File: src/rtl/spike_rate_monitor.sv
// Spike train metrics: per-window spike count (firing rate) and the
// inter-spike interval, both reported on registered buses with one-cycle
// valid strobes.
//
// Ports:
//   clk, rst    - clock and synchronous active-high reset
//   en          - count enable; all counters freeze while low
//   spike       - neuron spike output (level)
//   rate_out    - spike count of the last completed window (saturating)
//   rate_valid  - one-cycle strobe, rate_out/rate_ovf updated
//   rate_ovf    - last completed window saturated its count
//   isi_out     - enabled cycles between the two most recent spike edges
//   isi_valid   - one-cycle strobe, isi_out updated
module spike_rate_monitor #(
    parameter int unsigned WIN_LEN = 256,
    parameter int unsigned CNT_W   = 8,
    parameter int unsigned ISI_W   = 8
) (
    input  logic             clk,
    input  logic             rst,
    input  logic             en,
    input  logic             spike,
    output logic [CNT_W-1:0] rate_out,
    output logic             rate_valid,
    output logic             rate_ovf,
    output logic [ISI_W-1:0] isi_out,
    output logic             isi_valid
);

    localparam int unsigned WIN_W = $clog2(WIN_LEN);
    localparam int unsigned SUM_W = CNT_W + 1;
    localparam logic [WIN_W-1:0] WIN_LAST = WIN_W'(WIN_LEN - 1);
    localparam logic [CNT_W-1:0] CNT_MAX  = '1;
    localparam logic [ISI_W-1:0] ISI_MAX  = '1;

    typedef enum logic {
        NO_SPIKE = 1'b0,
        TRACK    = 1'b1
    } isi_state_e;

    isi_state_e       state_q, state_d;
    logic             spike_dly_q;
    logic [CNT_W-1:0] acc_q, acc_d;
    logic             ovf_q, ovf_d;
    logic [WIN_W-1:0] win_cnt_q, win_cnt_d;
    logic [ISI_W-1:0] isi_cnt_q, isi_cnt_d;
    logic [CNT_W-1:0] rate_out_q, rate_out_d;
    logic             rate_valid_q, rate_valid_d;
    logic             rate_ovf_q, rate_ovf_d;
    logic [ISI_W-1:0] isi_out_q, isi_out_d;
    logic             isi_valid_q, isi_valid_d;

    logic             spike_edge_c;
    logic [SUM_W-1:0] acc_sum_c;
    logic [CNT_W-1:0] acc_sat_c;
    logic [ISI_W-1:0] isi_inc_c;

    // Rising edge of spike, qualified by enable; a held spike counts once.
    assign spike_edge_c = spike & ~spike_dly_q & en;

    // Accumulator arithmetic with carry kept to detect saturation.
    assign acc_sum_c = {1'b0, acc_q} + SUM_W'(spike_edge_c);
    assign acc_sat_c = acc_sum_c[CNT_W] ? CNT_MAX : acc_sum_c[CNT_W-1:0];
    assign isi_inc_c = (isi_cnt_q == ISI_MAX) ? ISI_MAX : isi_cnt_q + ISI_W'(1);

    // Next-state: window accounting and ISI tracking.
    always_comb begin
        state_d      = state_q;
        acc_d        = acc_q;
        ovf_d        = ovf_q;
        win_cnt_d    = win_cnt_q;
        isi_cnt_d    = isi_cnt_q;
        rate_out_d   = rate_out_q;
        rate_ovf_d   = rate_ovf_q;
        rate_valid_d = 1'b0;
        isi_out_d    = isi_out_q;
        isi_valid_d  = 1'b0;

        if (en) begin
            // An edge on the closing cycle still belongs to the closing window.
            if (win_cnt_q == WIN_LAST) begin
                rate_out_d   = acc_sat_c;
                rate_ovf_d   = ovf_q | acc_sum_c[CNT_W];
                rate_valid_d = 1'b1;
                acc_d        = '0;
                ovf_d        = 1'b0;
                win_cnt_d    = '0;
            end else begin
                acc_d     = acc_sat_c;
                ovf_d     = ovf_q | acc_sum_c[CNT_W];
                win_cnt_d = win_cnt_q + WIN_W'(1);
            end
        end

        case (state_q)
            NO_SPIKE: begin
                if (spike_edge_c) begin
                    state_d   = TRACK;
                    isi_cnt_d = ISI_W'(1);
                end
            end
            TRACK: begin
                if (spike_edge_c) begin
                    isi_out_d   = isi_cnt_q;
                    isi_valid_d = 1'b1;
                    isi_cnt_d   = ISI_W'(1);
                end else if (en) begin
                    isi_cnt_d = isi_inc_c;
                end
            end
            default: state_d = NO_SPIKE;
        endcase
    end

    // State and output registers.
    always_ff @(posedge clk) begin
        if (rst) begin
            state_q      <= NO_SPIKE;
            spike_dly_q  <= 1'b0;
            acc_q        <= '0;
            ovf_q        <= 1'b0;
            win_cnt_q    <= '0;
            isi_cnt_q    <= '0;
            rate_out_q   <= '0;
            rate_valid_q <= 1'b0;
            rate_ovf_q   <= 1'b0;
            isi_out_q    <= '0;
            isi_valid_q  <= 1'b0;
        end else begin
            state_q      <= state_d;
            spike_dly_q  <= spike;
            acc_q        <= acc_d;
            ovf_q        <= ovf_d;
            win_cnt_q    <= win_cnt_d;
            isi_cnt_q    <= isi_cnt_d;
            rate_out_q   <= rate_out_d;
            rate_valid_q <= rate_valid_d;
            rate_ovf_q   <= rate_ovf_d;
            isi_out_q    <= isi_out_d;
            isi_valid_q  <= isi_valid_d;
        end
    end

    assign rate_out   = rate_out_q;
    assign rate_valid = rate_valid_q;
    assign rate_ovf   = rate_ovf_q;
    assign isi_out    = isi_out_q;
    assign isi_valid  = isi_valid_q;

endmodule

File: config.mk
export PLATFORM = sky130hd
export DESIGN_NAME = spike_rate_monitor
export DESIGN_NICKNAME = d
export VERILOG_FILES = /design/src/rtl/spike_rate_monitor.sv
export SDC_FILE = /design/constraint.sdc
export NUM_CORES = 1
export LEC_CHECK = 0
export BUFFER_PORTS_ARGS = -buffer_cell sky130_fd_sc_hd__buf_4
export CAP_MARGIN = 20
export CORE_MARGIN = 10
export CORE_UTILIZATION = 46
export DETAILED_ROUTE_END_ITERATION = 7
export PLACE_DENSITY = 0.65
export SLEW_MARGIN = 25
export SYNTH_ARGS = -nofsm -noshare
export SYNTH_HDL_FRONTEND = slang
export SYNTH_SLANG_ARGS = --single-unit
File: constraint.sdc
create_clock -name clk -period 2.5 [get_ports clk]
set_clock_uncertainty 0.15 [all_clocks]
set_input_delay 0.25 -clock clk [delete_from_list [all_inputs] [get_ports clk]]
set_output_delay 0.25 -clock clk [all_outputs]
set_load 0.1 [all_outputs]
After elaboration in Yosys (flattened, before gate mapping)
Cells that the tools add are included.
Cells by class
  muxes and demuxes: 12
  bitwise operators: 6
  equal/unequal tests: 4
  add/subtract/negate cells: 3
  reductions and logical operators: 5
Operators with widths (count)
  8-bit 2-to-1 mux: 7
  8-bit by 1-bit adder with 8-bit output, second input constant: 2
  8-bit == test, second input constant: 2
  8-bit case mux with 2 select lines: 1
  8-bit by 1-bit adder with 9-bit output: 1
  2-bit AND reduction: 3
  1-bit 2-to-1 mux: 4
  2-bit OR reduction: 2
  3-bit by 2-bit != test with 1-bit output, second input constant: 1
  1-bit NOT: 3
  1-bit bitwise AND: 2
  2-bit != test, second input constant: 1
  1-bit OR: 1
Storage, ports and cells
  output and inout port bits: 19
  input bits: 4
  register bits after elaboration: 46
  logic and storage cells: 41

Depth between registers and ports, before layout
Gate-level depths: netlist of the first run.
  depth after elaboration: 6
  mapped depth: 8
  gate-level depth less buffers: 7

Least setup slack after synthesis of the first run
No wires, ideal clock.
  path kind: register to register
  start: register spike_dly_q
  end: register rate_out_q[2] (netlist: rate_out[2])
  arrival time: 1794 ps
  setup slack: 482 ps
  required time: 2276 ps
  cell stages (with the launch flop): 9
  path through: dfxtp_1 and3b_1 clkbuf_1 ha_1 ha_1 nand3_1 nor2_1 nor3_1 o21ai_0
On the way
  longest elaborated chain between the ends: 5
RTL lines
  start: declaration: RTL line 42  | logic spike_dly_q;
  start signal: assignment: RTL line 131  | spike_dly_q <= spike;
  1-bit NOT: RTL line 59  | assign spike_edge_c = spike & ~spike_dly_q & en;
  1-bit bitwise AND (2 in series): RTL line 59
  net spike_edge_c: RTL line 53  | logic spike_edge_c;
  8-bit by 1-bit adder with 9-bit output: RTL line 62  | assign acc_sum_c = {1'b0, acc_q} + SUM_W'(spike_edge_c);
  8-bit 2-to-1 mux: RTL line 63  | assign acc_sat_c = acc_sum_c[CNT_W] ? CNT_MAX : acc_sum_c[CNT_W-1:0];
  end signal: assignment: RTL line 136  | rate_out_q <= rate_out_d;
  end: declaration: RTL line 47  | logic [CNT_W-1:0] rate_out_q, rate_out_d;
The timed path passes the listed nets, and every way through them passes these cells.
A chain may end at the register's enable or synchronous reset.

Worst setup path after layout of the first run
  start: register spike_dly_q
  end: register acc_q[3]
On the way
  longest elaborated chain between the ends: 6
RTL lines
  1-bit NOT: RTL line 59
  1-bit bitwise AND (2 in series): RTL line 59
  8-bit by 1-bit adder with 9-bit output: RTL line 62
  8-bit 2-to-1 mux: RTL line 63
  8-bit 2-to-1 mux: RTL line 81  | if (win_cnt_q == WIN_LAST) begin
  end signal: assignment: RTL line 120  | acc_q <= '0;
  end signal: assignment: RTL line 132  | acc_q <= acc_d;
  end: declaration: RTL line 43  | logic [CNT_W-1:0] acc_q, acc_d;
No other way between the ends.

==> results.py, run 1 <==
metrics = {
    "outcome": {
        "outcome": "complete, no violations",
    },
    "route": {
        "drt_iter0_drc": 61,
        "wirelength_um": 4000,
        "antenna_left": 0,
        "routed_via_density": 5.28,
        "drc": 0,
        "vias": 1580,
        "first_pass_iters": 4,
        "wl_per_cell_um": 13.4,
    },
    "run": {
        "cap_violations": 0,
    },
    "yosys": {
        "ys_ff_latch": 46,
        "synth_adder_area_share_pct": 2.64,
        "synthMuxAreaShare_pct": 0.528,
        "synth_compound_area_share_pct": 18.0,
        "syn_area_um2": 1900,
        "synthSimpleGateAreaFrac_pct": 24.9,
        "synth_top_family_by_area": "simple AND/OR/NAND/NOR gates",
        "ys_types": 39,
        "seq_area_frac_synth_pct": 48.5,
        "synth_xor_area_share_pct": 2.77,
        "postSynthAreaPerCell_um2": 8.43,
        "synth_nets": 233,
        "post_synth_inst_count": 225,
        "yosysWarnings": 0,
    },
    "place": {
        "place_area_um2": 2110,
        "io_buffers": 22,
        "dp_hpwl_um": 2980,
        "placed_cells": 291,
        "place_congestion": 0.807,
        "post-place-ws_ps": 230,
    },
    "cts": {
        "post_cts_buffers": 0,
        "numClockSinks": 46,
        "clk_pin_slew_ps": 80,
        "cts-resized-gates": 0,
        "cts_hold_buf": 0,
        "cts_buffers": 5,
        "cts_max_level": 2,
        "cts-root-buf": "clkbuf_8",
        "cts_max_path_buffers": 2,
        "clkLatencyLatePin_ps": 300,
        "cts_tree": "built",
    },
    "global_route": {
        "grt_max_degree": 23,
        "antenna_found_initial": 0,
        "grt_first_pass_wirelength_um": 6830,
        "grt.total_usage_pct": 11.5,
        "grt_pass1_vias": 1530,
        "grt.overflow.total": 0,
    },
    "timing": {
        "setup_tns_ps": 0,
        "drv_slew": 0,
        "setup_ws_ps": 326,
        "rsz0062_at_grt": "false",
        "setup_viol": 0,
        "finalHoldViolCount": 0,
        "min_period_ps": 2170,
        "fin_crit_sh_pct": 87.0,
        "slew_headroom_pct": 54.4,
        "max_freq_mhz": 460,
        "worst_pin_slew_ps": 682,
    },
    "floorplan": {
        "die_width_um": 84.2,
        "die_area_um2": 7090,
        "num_rows": 23,
        "core_area_um2": 4000,
        "die_h_um": 84.2,
        "io_pins": 23,
        "start_util_pct": 47.4,
    },
    "power": {
        "vdd_drop_max_v": 0.000342,
        "leakagePower_nw": 0.865,
        "power.density_nw_per_um2": 575,
        "finalPower_mw": 1.26,
    },
    "finish": {
        "final_area_um2": 2200,
        "drive_gt1_share_pct": 14.5,
        "final_common_cell": "dfxtp_1",
        "fin_nets": 256,
        "nFillCells": 374,
        "syn2layout_area_growth_pct": 15.8,
        "final_cells": 299,
        "layout_common_cells": "dfxtp_1 (46), nand2_1 (36), nor2_1 (28), buf_4 (24), o21ai_0 (16)",
        "antenna_cells": 0,
    },
    "setup_path": {
        "worstReg2RegStart": "spike_dly_q",
        "rrSetupSlack_ps": 330,
        "worst_r2r_path_depth": 8,
        "crit_type": "flip-flop to flip-flop",
        "cp.required_ps": 2580,
        "end_kind": "flip-flop",
        "worstPathMaxFanout": 6,
        "cp.arrival_ps": 2250,
        "start_kind": "flip-flop",
        "r2r-end": "acc_q[3]",
    },
    "min_path": {
        "hold_path_depth": 2,
        "hp-start": "spike",
        "holdPathEnd": "spike_dly_q",
        "worstHoldPathType": "input port to flip-flop",
    },
}
==> metal layers <==
layer | vias up | track usage (%) | wire length, um
li1 | 830 | - | -
met1 | 720 | 11.9 | 1780
met2 | 21 | 19.9 | 1920
met3 | 9 | 4.35 | 211
met4 | 0 | 5.48 | 85
met5 | - | 0 | 0
==> through the flow <==
step	utilization [%]	hold WS, ps
finish	54.9	45.2
global route	54.9	37.9
CTS	54.9	34.2
detailed placement	52.6	298
global placement	52.6	294
floorplan	-	228
==> critical path, stage by stage, from the launching register on <==
cell and delay, ps:
dfxtp_1 310, and3b_1 290, ha_1 230, ha_1 240, nand3_1 170, nor2_1 330, buf_4 200, o21ai_0 80
o21ai_0 100
==> area by class of cell <==
type	instances	area, um2	share of cell area, %
Multi-Input combinational cell	167	927	42.2
Sequential cell	46	921	41.9
Clock inverter	1	5.00	0.228
Clock buffer	7	86.3	3.93
Inverter	4	15.0	0.683
Tap cell	50	62.6	2.85
Timing Repair Buffer	24	180	8.20
==> where the power goes <==
part,switching [mW],internal [mW]
combinational,0.0340,0.0186
sequential,0.00888,0.740
clock,0.239,0.223
total,0.282,0.982
==> state kept, by name, indices dropped and copies added, names as in the netlist <==
register	count
rate_ovf	1
isi_out	8
ovf_q	1
state_q	1
win_cnt_q	8
spike_dly_q	1
rate_valid	1
acc_q	8
isi_valid	1
isi_cnt_q	8
rate_out	8
==> kinds of logic (layout without fill, tap and decap cells) <==
kind of cell | after synthesis | count (layout)
compound gates | 54 | 54
flops | 46 | 46
buf+inv | 12 | 36
xor+xnor | 6 | 6
simple gates | 102 | 102
mux | 1 | 1
fa+ha+maj | 4 | 4
==> cell usage after synthesis <==
master | count | share of area (%)
a41oi_1 | 1 | 0.46
o21bai_1 | 1 | 0.40
a311oi_1 | 2 | 0.92
buf_1 | 1 | 0.20
and3_1 | 3 | 0.99
nand3_2 | 1 | 0.53
and4_1 | 1 | 0.46
o21ai_0 | 16 | 4.2
xor2_1 | 4 | 1.8
a21boi_0 | 1 | 0.40
nand2_1 | 36 | 7.1
nor3_1 | 6 | 1.6
a31oi_1 | 6 | 2.0
a22o_1 | 6 | 2.8
nor2b_1 | 5 | 1.6
or2_1 | 1 | 0.33
clkbuf_1 | 4 | 0.79
a211oi_1 | 2 | 0.79
and2_1 | 1 | 0.33
mux2i_1 | 1 | 0.53
ha_1 | 4 | 2.6
a21oi_1 | 14 | 3.7
or3_1 | 2 | 0.66
nand4_1 | 5 | 1.6
and3_2 | 1 | 0.40
or2_2 | 2 | 0.66
a21o_1 | 1 | 0.40
and3b_1 | 1 | 0.46
nor2_1 | 28 | 5.5
o21a_1 | 1 | 0.40
o31ai_1 | 1 | 0.40
buf_2 | 3 | 0.79
nand3_1 | 6 | 1.6
nand2b_1 | 3 | 0.99
a41o_1 | 1 | 0.53
inv_1 | 4 | 0.79
xnor2_1 | 2 | 0.92
a211oi_2 | 1 | 0.66
dfxtp_1 | 46 | 49
==> how the worst max path moves through the flow <==
stage	from	end	cells past startpoint
after global routing	spike_dly_q	rate_out[0]	8
after detailed placement	en	rate_out[3]	9
after floorplan	spike_dly_q	rate_out[2]	8
after global placement	en	acc_q[3]	9
final	spike_dly_q	acc_q[3]	8
after CTS	spike_dly_q	rate_out[0]	8
No activity file was read; power rests on OpenSTA's default activity.
==> inputs of run 2 (changes only) <==
- CTS_BUF_LIST: not set -> sky130_fd_sc_hd__clkbuf_8
==> results.py, run 2 (synthesized netlist as in run 1, its figures left out) <==
metrics = {
    "outcome": {
        "outcome": "complete, no violations",
    },
    "global_route": {
        "grt.total_usage_pct": 11.5,
        "grt_first_pass_wirelength_um": 6830,
        "grt.overflow.total": 0,
        "grt_max_degree": 23,
        "grt_pass1_vias": 1530,
        "antenna_found_initial": 0,
    },
    "setup_path": {
        "worst-path-buf-inv": 1,
        "cp.arrival_ps": 2260,
        "worstPathMaxFanout": 6,
        "crit_chain": "and3b_1, ha_1, ha_1, nand3_1, nor2_1, buf_4, o21ai_0, o21ai_0",
        "cp.required_ps": 2580,
        "cp_slowest_stage_delay_ps": 340,
        "crit_type": "flip-flop to flip-flop",
        "end_kind": "flip-flop",
        "start_kind": "flip-flop",
        "crit_family": "simple AND/OR/NAND/NOR gates",
        "worst_path_max_delay_cell": "nor2_1",
    },
    "cts": {
        "clkLatencyLatePin_ps": 300,
        "clk_pin_slew_ps": 80,
        "cts_max_path_buffers": 2,
        "cts_tree": "built",
        "cts-root-buf": "clkbuf_8",
        "post_cts_buffers": 0,
        "cts-resized-gates": 0,
        "cts_buffers": 5,
        "cts_hold_buf": 0,
        "cts_max_level": 2,
        "numClockSinks": 46,
    },
    "finish": {
        "nFillCells": 374,
        "final_core_util_pct": 54.9,
        "final_area_um2": 2200,
        "syn2layout_area_growth_pct": 15.8,
        "antenna_cells": 0,
        "drive_gt1_share_pct": 14.5,
        "multi_input_area_um2": 927,
        "fin_nets": 256,
        "regArea_um2": 921,
        "final_cells": 299,
        "final_common_cell": "dfxtp_1",
        "layout_common_cells": "dfxtp_1 (46), nand2_1 (36), nor2_1 (28), buf_4 (24), o21ai_0 (16)",
    },
    "floorplan": {
        "core_area_um2": 4000,
        "die_width_um": 84.2,
        "start_util_pct": 47.4,
        "num_rows": 23,
        "io_pins": 23,
        "die_h_um": 84.2,
        "die_area_um2": 7090,
    },
    "route": {
        "routed_via_density": 5.32,
        "wl_per_cell_um": 13.4,
        "antenna_left": 0,
        "drc": 0,
        "drt_iter0_drc": 60,
        "first_pass_iters": 4,
        "wirelength_um": 4000,
        "vias": 1591,
    },
    "place": {
        "post-place-ws_ps": 230,
        "place_congestion": 0.807,
        "place_area_um2": 2110,
        "dp_hpwl_um": 2980,
        "placed_cells": 291,
        "io_buffers": 22,
    },
    "timing": {
        "min_period_ps": 2190,
        "drv_slew": 0,
        "setup_tns_ps": 0,
        "hold_slack_ps": 44.9,
        "slew_headroom_pct": 54.4,
        "fin_crit_sh_pct": 87.4,
        "rsz0062_at_grt": "false",
        "setup_ws_ps": 315,
        "setup_viol": 0,
        "worst_pin_slew_ps": 682,
        "finalHoldViolCount": 0,
        "max_freq_mhz": 458,
    },
    "power": {
        "finalPower_mw": 1.26,
        "vdd_drop_max_v": 0.000342,
        "leakagePower_nw": 0.869,
        "power.density_nw_per_um2": 574,
    },
    "min_path": {
        "worstHoldPathType": "input port to flip-flop",
    },
    "run": {
        "cap_violations": 0,
    },
}
[run 2: changes by cell type in the layout (fill, tap and decap cells not counted), sizes merged]
cell    previous run  this run
inv                4         5
clkbuf             7         6
[run 2: routing by layer]
| metal | share of wire (%) | vias to the layer above | track usage [%] |
|---|---|---|---|
| met3 | 5.4 | 9 | 4.35 |
| met5 | 0 | - | 0 |
| met4 | 2.1 | 0 | 5.48 |
| met2 | 48 | 23 | 19.9 |
| met1 | 45 | 729 | 11.9 |
| li1 | - | 830 | - |
[run 2: final timing paths]
| path | start | to | slack [ps] | depth (start not counted) |
|---|---|---|---|---|
| worst min register to register | isi_out[5] | isi_out[5] | 310 | 2 |
| worst min-delay path | spike | spike_dly_q | 40 | 2 |
| worst max register to register | spike_dly_q | acc_q[3] | 310 | 8 |
| worst max-delay path | spike_dly_q | acc_q[3] | 310 | 8 |
[run 2: power by group]
group	internal (mW)	switching, mW
clock network	0.219	0.240
logic	0.0186	0.0340
registers	0.740	0.00889
[run 2: final cells by class]
type                       instances  area share, %
inverter                           4          0.683
sequential                        46           41.9
multi-input combinational        167           42.2
tap                               50           2.85
clock inverter                     2          0.399
timing repair buffer              24           8.20
clock buffer                       6           3.76
